===== src/rtl/pe_conv.sv =====
`default_nettype none
// ============================================================================
// Module   : pe_conv
// Purpose  : Convolution processing element. Each accepted beat multiplies
//            LANES signed pixel/weight pairs and accumulates their sum over
//            a window of KERNEL_N beats. The window sum is arithmetically
//            shifted right by SHIFT, clipped to the signed DATA_W range and
//            presented on a valid/ready output one cycle after the last beat.
// Revision : 1.0 - initial release
// ----------------------------------------------------------------------------
// Ports    : clk          - clock, rising edge
//            rst          - asynchronous reset, active low
//            pe_in        - LANES packed signed pixels, lane 0 in the LSBs
//            pe_filter    - LANES packed signed weights, same lane order
//            pe_in_valid  - input beat valid
//            pe_in_ready  - block can accept a beat
//            pe_clear     - synchronous abort of the current window
//            pe_out       - signed, clipped window result
//            pe_vaild     - pe_out holds an unconsumed result
//            pe_out_ready - consumer takes pe_out
//            pe_sat       - current pe_out was clipped (qualified by pe_vaild)
// Options  : define PE_RELU_EN to replace negative shifted sums with zero
//            before clipping.
// ============================================================================
module pe_conv #(
  parameter int DATA_W   = 8,
  parameter int KERNEL_N = 9,
  parameter int LANES    = 1,
  parameter int SHIFT    = 0
) (
  input  logic                      clk,
  input  logic                      rst,
  input  logic [LANES*DATA_W-1:0]   pe_in,
  input  logic [LANES*DATA_W-1:0]   pe_filter,
  input  logic                      pe_in_valid,
  output logic                      pe_in_ready,
  input  logic                      pe_clear,
  output logic [DATA_W-1:0]         pe_out,
  output logic                      pe_vaild,
  input  logic                      pe_out_ready,
  output logic                      pe_sat
);

  // Wide enough that KERNEL_N*LANES full-scale products never overflow.
  localparam int c_acc_w = 2*DATA_W + $clog2(KERNEL_N*LANES);
  localparam int c_cnt_w = (KERNEL_N > 1) ? $clog2(KERNEL_N) : 1;
  localparam logic [c_cnt_w-1:0] c_last_beat = c_cnt_w'(KERNEL_N-1);
  localparam logic signed [c_acc_w-1:0] c_sat_max =
    {{(c_acc_w-DATA_W+1){1'b0}}, {(DATA_W-1){1'b1}}};
  localparam logic signed [c_acc_w-1:0] c_sat_min =
    {{(c_acc_w-DATA_W+1){1'b1}}, {(DATA_W-1){1'b0}}};

  typedef enum logic [0:0] {
    ST_ACCUM = 1'b0,
    ST_LAST  = 1'b1
  } state_t;

  state_t                      r_state, w_state_nxt;
  logic [c_cnt_w-1:0]          r_cnt, w_cnt_nxt;
  logic signed [c_acc_w-1:0]   r_acc;
  logic signed [c_acc_w-1:0]   w_beat_sum, w_win_sum, w_shifted, w_relu;
  logic signed [DATA_W-1:0]    w_px, w_wt;
  logic signed [2*DATA_W-1:0]  w_prod;
  logic [DATA_W-1:0]           r_out, w_clip;
  logic                        r_vaild, r_sat, w_clipped;
  logic                        w_in_last, w_accept, w_final, w_in_ready;

  // --------------------------------------------------------------------------
  // Datapath: sum of lane products for this beat, then window sum.
  // --------------------------------------------------------------------------
  always_comb begin
    w_beat_sum = '0;
    w_px       = '0;
    w_wt       = '0;
    w_prod     = '0;
    for (int i = 0; i < LANES; i++) begin
      w_px       = pe_in[i*DATA_W +: DATA_W];
      w_wt       = pe_filter[i*DATA_W +: DATA_W];
      w_prod     = (2*DATA_W)'(w_px) * (2*DATA_W)'(w_wt);
      w_beat_sum = w_beat_sum + c_acc_w'(w_prod);
    end
  end

  // Beat 0 loads rather than adds, so a new window needs no clearing bubble.
  assign w_win_sum = (r_cnt == '0) ? w_beat_sum : (r_acc + w_beat_sum);
  assign w_shifted = w_win_sum >>> SHIFT;

`ifdef PE_RELU_EN
  assign w_relu = w_shifted[c_acc_w-1] ? '0 : w_shifted;
`else
  assign w_relu = w_shifted;
`endif

  always_comb begin
    w_clip    = w_relu[DATA_W-1:0];
    w_clipped = 1'b0;
    if (w_relu > c_sat_max) begin
      w_clip    = c_sat_max[DATA_W-1:0];
      w_clipped = 1'b1;
    end else if (w_relu < c_sat_min) begin
      w_clip    = c_sat_min[DATA_W-1:0];
      w_clipped = 1'b1;
    end
  end

  // --------------------------------------------------------------------------
  // Control FSM. A single-beat kernel is always on its final beat, so it is
  // treated as LAST regardless of the registered state.
  // --------------------------------------------------------------------------
  assign w_in_last = (r_state == ST_LAST) || (KERNEL_N == 1);
  assign w_accept  = pe_in_valid && w_in_ready && !pe_clear;
  assign w_final   = w_accept && (r_cnt == c_last_beat);

  always_comb begin
    w_cnt_nxt   = r_cnt;
    w_state_nxt = ST_ACCUM;
    // Stall only the final beat, and only while an unconsumed result would
    // be overwritten. Independent of pe_in_valid.
    w_in_ready  = !(w_in_last && r_vaild && !pe_out_ready);
    if (pe_clear) begin
      w_cnt_nxt = '0;
    end else if (w_accept) begin
      w_cnt_nxt = (r_cnt == c_last_beat) ? '0 : (r_cnt + c_cnt_w'(1));
    end
    if (!pe_clear && (w_cnt_nxt == c_last_beat)) begin
      w_state_nxt = ST_LAST;
    end
  end

  always_ff @(posedge clk or negedge rst) begin
    if (!rst) begin
      r_state <= ST_ACCUM;
      r_cnt   <= '0;
      r_acc   <= '0;
    end else begin
      r_state <= w_state_nxt;
      r_cnt   <= w_cnt_nxt;
      if (w_accept) begin
        r_acc <= w_win_sum;
      end
    end
  end

  // Output register: a new result may replace one being consumed in the
  // same cycle; pe_clear deliberately leaves it alone.
  always_ff @(posedge clk or negedge rst) begin
    if (!rst) begin
      r_out   <= '0;
      r_sat   <= 1'b0;
      r_vaild <= 1'b0;
    end else if (w_final) begin
      r_out   <= w_clip;
      r_sat   <= w_clipped;
      r_vaild <= 1'b1;
    end else if (r_vaild && pe_out_ready) begin
      r_vaild <= 1'b0;
    end
  end

  assign pe_in_ready = w_in_ready;
  assign pe_out      = r_out;
  assign pe_vaild    = r_vaild;
  assign pe_sat      = r_sat;

endmodule
`default_nettype wire


===== config.mk =====
export PLATFORM = sky130hd
export DESIGN_NAME = pe_conv
export DESIGN_NICKNAME = d
export VERILOG_FILES = /design/src/rtl/pe_conv.sv
export SDC_FILE = /design/constraint.sdc
export NUM_CORES = 1
export LEC_CHECK = 0
export CAP_MARGIN = 20
export CORE_MARGIN = 2
export CORE_UTILIZATION = 64
export CTS_BUF_LIST = sky130_fd_sc_hd__clkbuf_8
export DETAILED_ROUTE_END_ITERATION = 10
export PLACE_DENSITY = 0.81
export SETUP_SLACK_MARGIN = 0.05
export SLEW_MARGIN = 40
export SYNTH_ARGS = -nofsm -noshare
export SYNTH_HDL_FRONTEND = slang
export SYNTH_SLANG_ARGS = --single-unit

===== constraint.sdc =====
create_clock -name clk -period 7.8 [get_ports clk]
set_clock_uncertainty 0.1 [all_clocks]
set_input_delay 2.34 -clock clk [delete_from_list [all_inputs] [get_ports clk]]
set_output_delay 2.34 -clock clk [all_outputs]
set_load 0.02 [all_outputs]

==> impl_metrics.csv <==
group,metric,value,unit
routing,drtIter0Drc,633,
min_path,whs_path_depth,1,
routing,drtAntennaViolNets,0,
routing,wl,19.96,mm
synth,synth-main-ff-cell,"dfrtp_1",
synth,yosys-top-cells-area,"fa_1, dfrtp_1, ha_1, inv_1, and2_1",
timing,finalWorstSetupSlack,-1199,ps
routing,dr.pass1.iters,5,
floorplanning,die-area,9266,µm²
routing,wl_per_cell,21.84,µm
grt,grt_pass1_wl,24.76,mm
setup_path,arrival,9060,ps
synth,yosys.area_share.simple,19.77,%
grt,grt_use_met1,38.36,%
run_status,violations,"negative setup slack",
setup_path,cp_max_fo,8,
synth,synth_compound_area_share,16.38,%
routing,vias_per_cell,6.556,
setup_path,r2r_cells,13,
cts,insertion_delay,290,ps
setup_path,cp-end-kind,"flop",
synth,ys_seq_elements,35,
floorplanning,ios,32,
timing,rsz0062_at_grt,"yes",
timing,timing.fmax,111.1,MHz
place,gp_congestion,0.9039,
setup_path,cp_slowest_cell,"fa_1",
synth,synthTopCellsByCount,"inv_1, fa_1, ha_1",
cts,clk_pin_slew_worst_paths,70,ps
routing,drcViolationCount,0,
setup_path,crit-reg2reg-launch,"r_acc[0]",
timing,finalHoldViolCount,0,
setup_path,worst-endpoint-required,7860,ps
setup_path,worstSetupStartpointType,"input pin",
synth,synth_mux_area_share,2.435,%
synth,netlist_area,5448,µm²
synth,ys_seq_area_share,16.08,%
run_status,status,"finished, violations left",
grt,grt_pass1_vias,5549,
synth,ys_types,68,
grt,met2_usage,66.84,%
timing,setup_viol,17,
place,portBuffers,31,
floorplanning,die_height,96.26,µm
cts,cts_max_path_buffers,2,
timing,report.final.slew_viol_count,0,
run,drv_cap,0,
timing,period_minus_slack,8999,ps
synth,syn_nets,771,
cts,cts_root_buffer,"clkbuf_8",
synth,syn_inst,642,
synth,yosysWarningCount,0,
grt,grt_overflow,0,
cts,cts_tree,"built",
place,place_hpwl,11.52,mm
timing,holdWs,414.9,ps
routing,vias,5992,
setup_path,reg2reg_slack,3630,ps
synth,yosysTopAreaCellShare,20.58,%
floorplanning,die_x,96.26,µm
setup_path,cpPeakStageDelay,560,ps
cts,cts_buffers,5,
finish,diodes,0,
grt,grt_max_degree,38,
timing,worst_pin_slew,664.0,ps
timing,fin_crit_sh,115.4,%
finish,nets,937,
synth,synthMostInstantiatedCell,"inv_1",
min_path,hp-start,"pe_vaild",
synth,synth_top_family_by_area,"adder cells",
grt,antenna_found_initial,0,
synth,synth.avg_cell_area,8.486,µm²
finish,fin_util,92.16,%
synth,async_flop_share,100.0,%
setup_path,worstSetupPathType,"input pin to flop",
setup_path,cpMostUsedCell,"buf_4",
synth,synth_edf_count,0,
synth,synthAdderAreaFrac,32.52,%
setup_path,reg2reg_to,"pe_out[4]",
timing,maxSlewHeadroom,55.73,%
floorplanning,start_util,66.30,%
floorplanning,num_rows,33,
synth,synthXorXnorAreaFrac,4.180,%
grt,grt_util_all_layers,34.65,%
floorplanning,design.core.area,8217,µm²
finish,area_growth,39.00,%
synth,yosysTopAreaCell,"fa_1",
grt,grt_util_met3,3.289,%
cts,clock_sinks,35,
min_path,min_to,"pe_vaild",
grt,busiest_layer,"met2",
min_path,hold_path.class,"flop to flop",
finish,drive_gt1_share,34.98,%
cts,h-tree-depth,2,
-- cell families after synthesis --
kind of cell,Yosys count
and+or+nand+nor,205
AOI/OAI and AO/OA,133
buffers and inverters,123
adders and majority gates,108
DFF,35
xor gates and xnor gates,26
muxes,12
-- state kept, by name (all words and copies together), names as in the netlist --
name,flops
r_acc,20
pe_sat,1
r_cnt,4
pe_out,8
r_state,1
pe_vaild,1
-- timing repair --
| item | in CTS | in global routing |
|---|---|---|
| pin swaps | 45 | 69 |
| setup buffers | 13 | 11 |
| hold buffers | 0 | 0 |
| gates resized for setup | 107 | 76 |
| endpoints found under the setup margin | 18 | 18 |
-- how the worst max path moves through the flow --
stage                            start         to  slack, ps  cells past startpoint
after global placement        pe_in[7]     pe_sat      -1530                     27
after floorplan           pe_filter[2]  pe_out[1]       -800                     28
final                         pe_in[5]  pe_out[4]      -1200                     29
after detailed placement      pe_in[7]  pe_out[6]      -1690                     28
after global routing          pe_in[7]  pe_out[4]      -1430                     29
after CTS                     pe_in[4]  pe_out[1]       -860                     28
-- per-stage QoR --
step,instance area (µm²),instances,worst slack (ps),setup TNS [ps]
floorplan,5520,642,-797.4,-6803
global placement,6805,884,-1528,-19860
detailed placement,6805,884,-1689,-22660
CTS,7166,904,-860.1,-8376
global route,7572,914,-1435,-17250
finish,7572,914,-1199,-12870
-- cell usage in the layout, fill, tap and decap left out, types with 9 or more instances in the layout --
cell type,Yosys,routed
a21oi_1,47,36
nor2_1,45,42
inv_1,105,97
nand2_1,40,35
a21oi_2,2,9
nand3_1,13,13
xnor2_1,18,13
nor2b_1,11,9
clkdlybuf4s50_1,0,15
and2_4,0,10
ha_4,0,13
ha_1,52,38
buf_6,1,14
and2_1,47,37
o21ai_0,16,12
buf_4,0,139
fa_1,56,54
dfrtp_1,35,35
-- cell type report --
| type | count | area, µm² |
|---|---|---|
| Timing Repair Buffer | 177 | 1409 |
| Inverter | 105 | 396.6 |
| Clock buffer | 5 | 68.82 |
| Sequential cell | 35 | 875.8 |
| Clock inverter | 3 | 20.02 |
| Multi-Input combinational cell | 484 | 4671 |
| Fill cell | 310 | 644.4 |
| Tap cell | 105 | 131.4 |
-- worst max-delay path, delay by kind of cell --
family          cells  cell delay [ps]
compound gates      7             1700
simple gates        5             1060
fa+ha+maj           6             2730
xor+xnor            1              190
buf+inv            10             1020
-- routing by layer --
metal | wire length (µm) | vias to the layer above | part of all wire [%]
li1 | - | 2471 | -
met1 | 6843 | 2811 | 34
met2 | 9909 | 513 | 50
met3 | 1586 | 197 | 7.9
met4 | 1623 | 0 | 8.1
met5 | 0 | - | 0
Power is left out: the tool's default activity adds up to more than one toggle a clock period on the data nets, which glitch-free logic cannot reach.
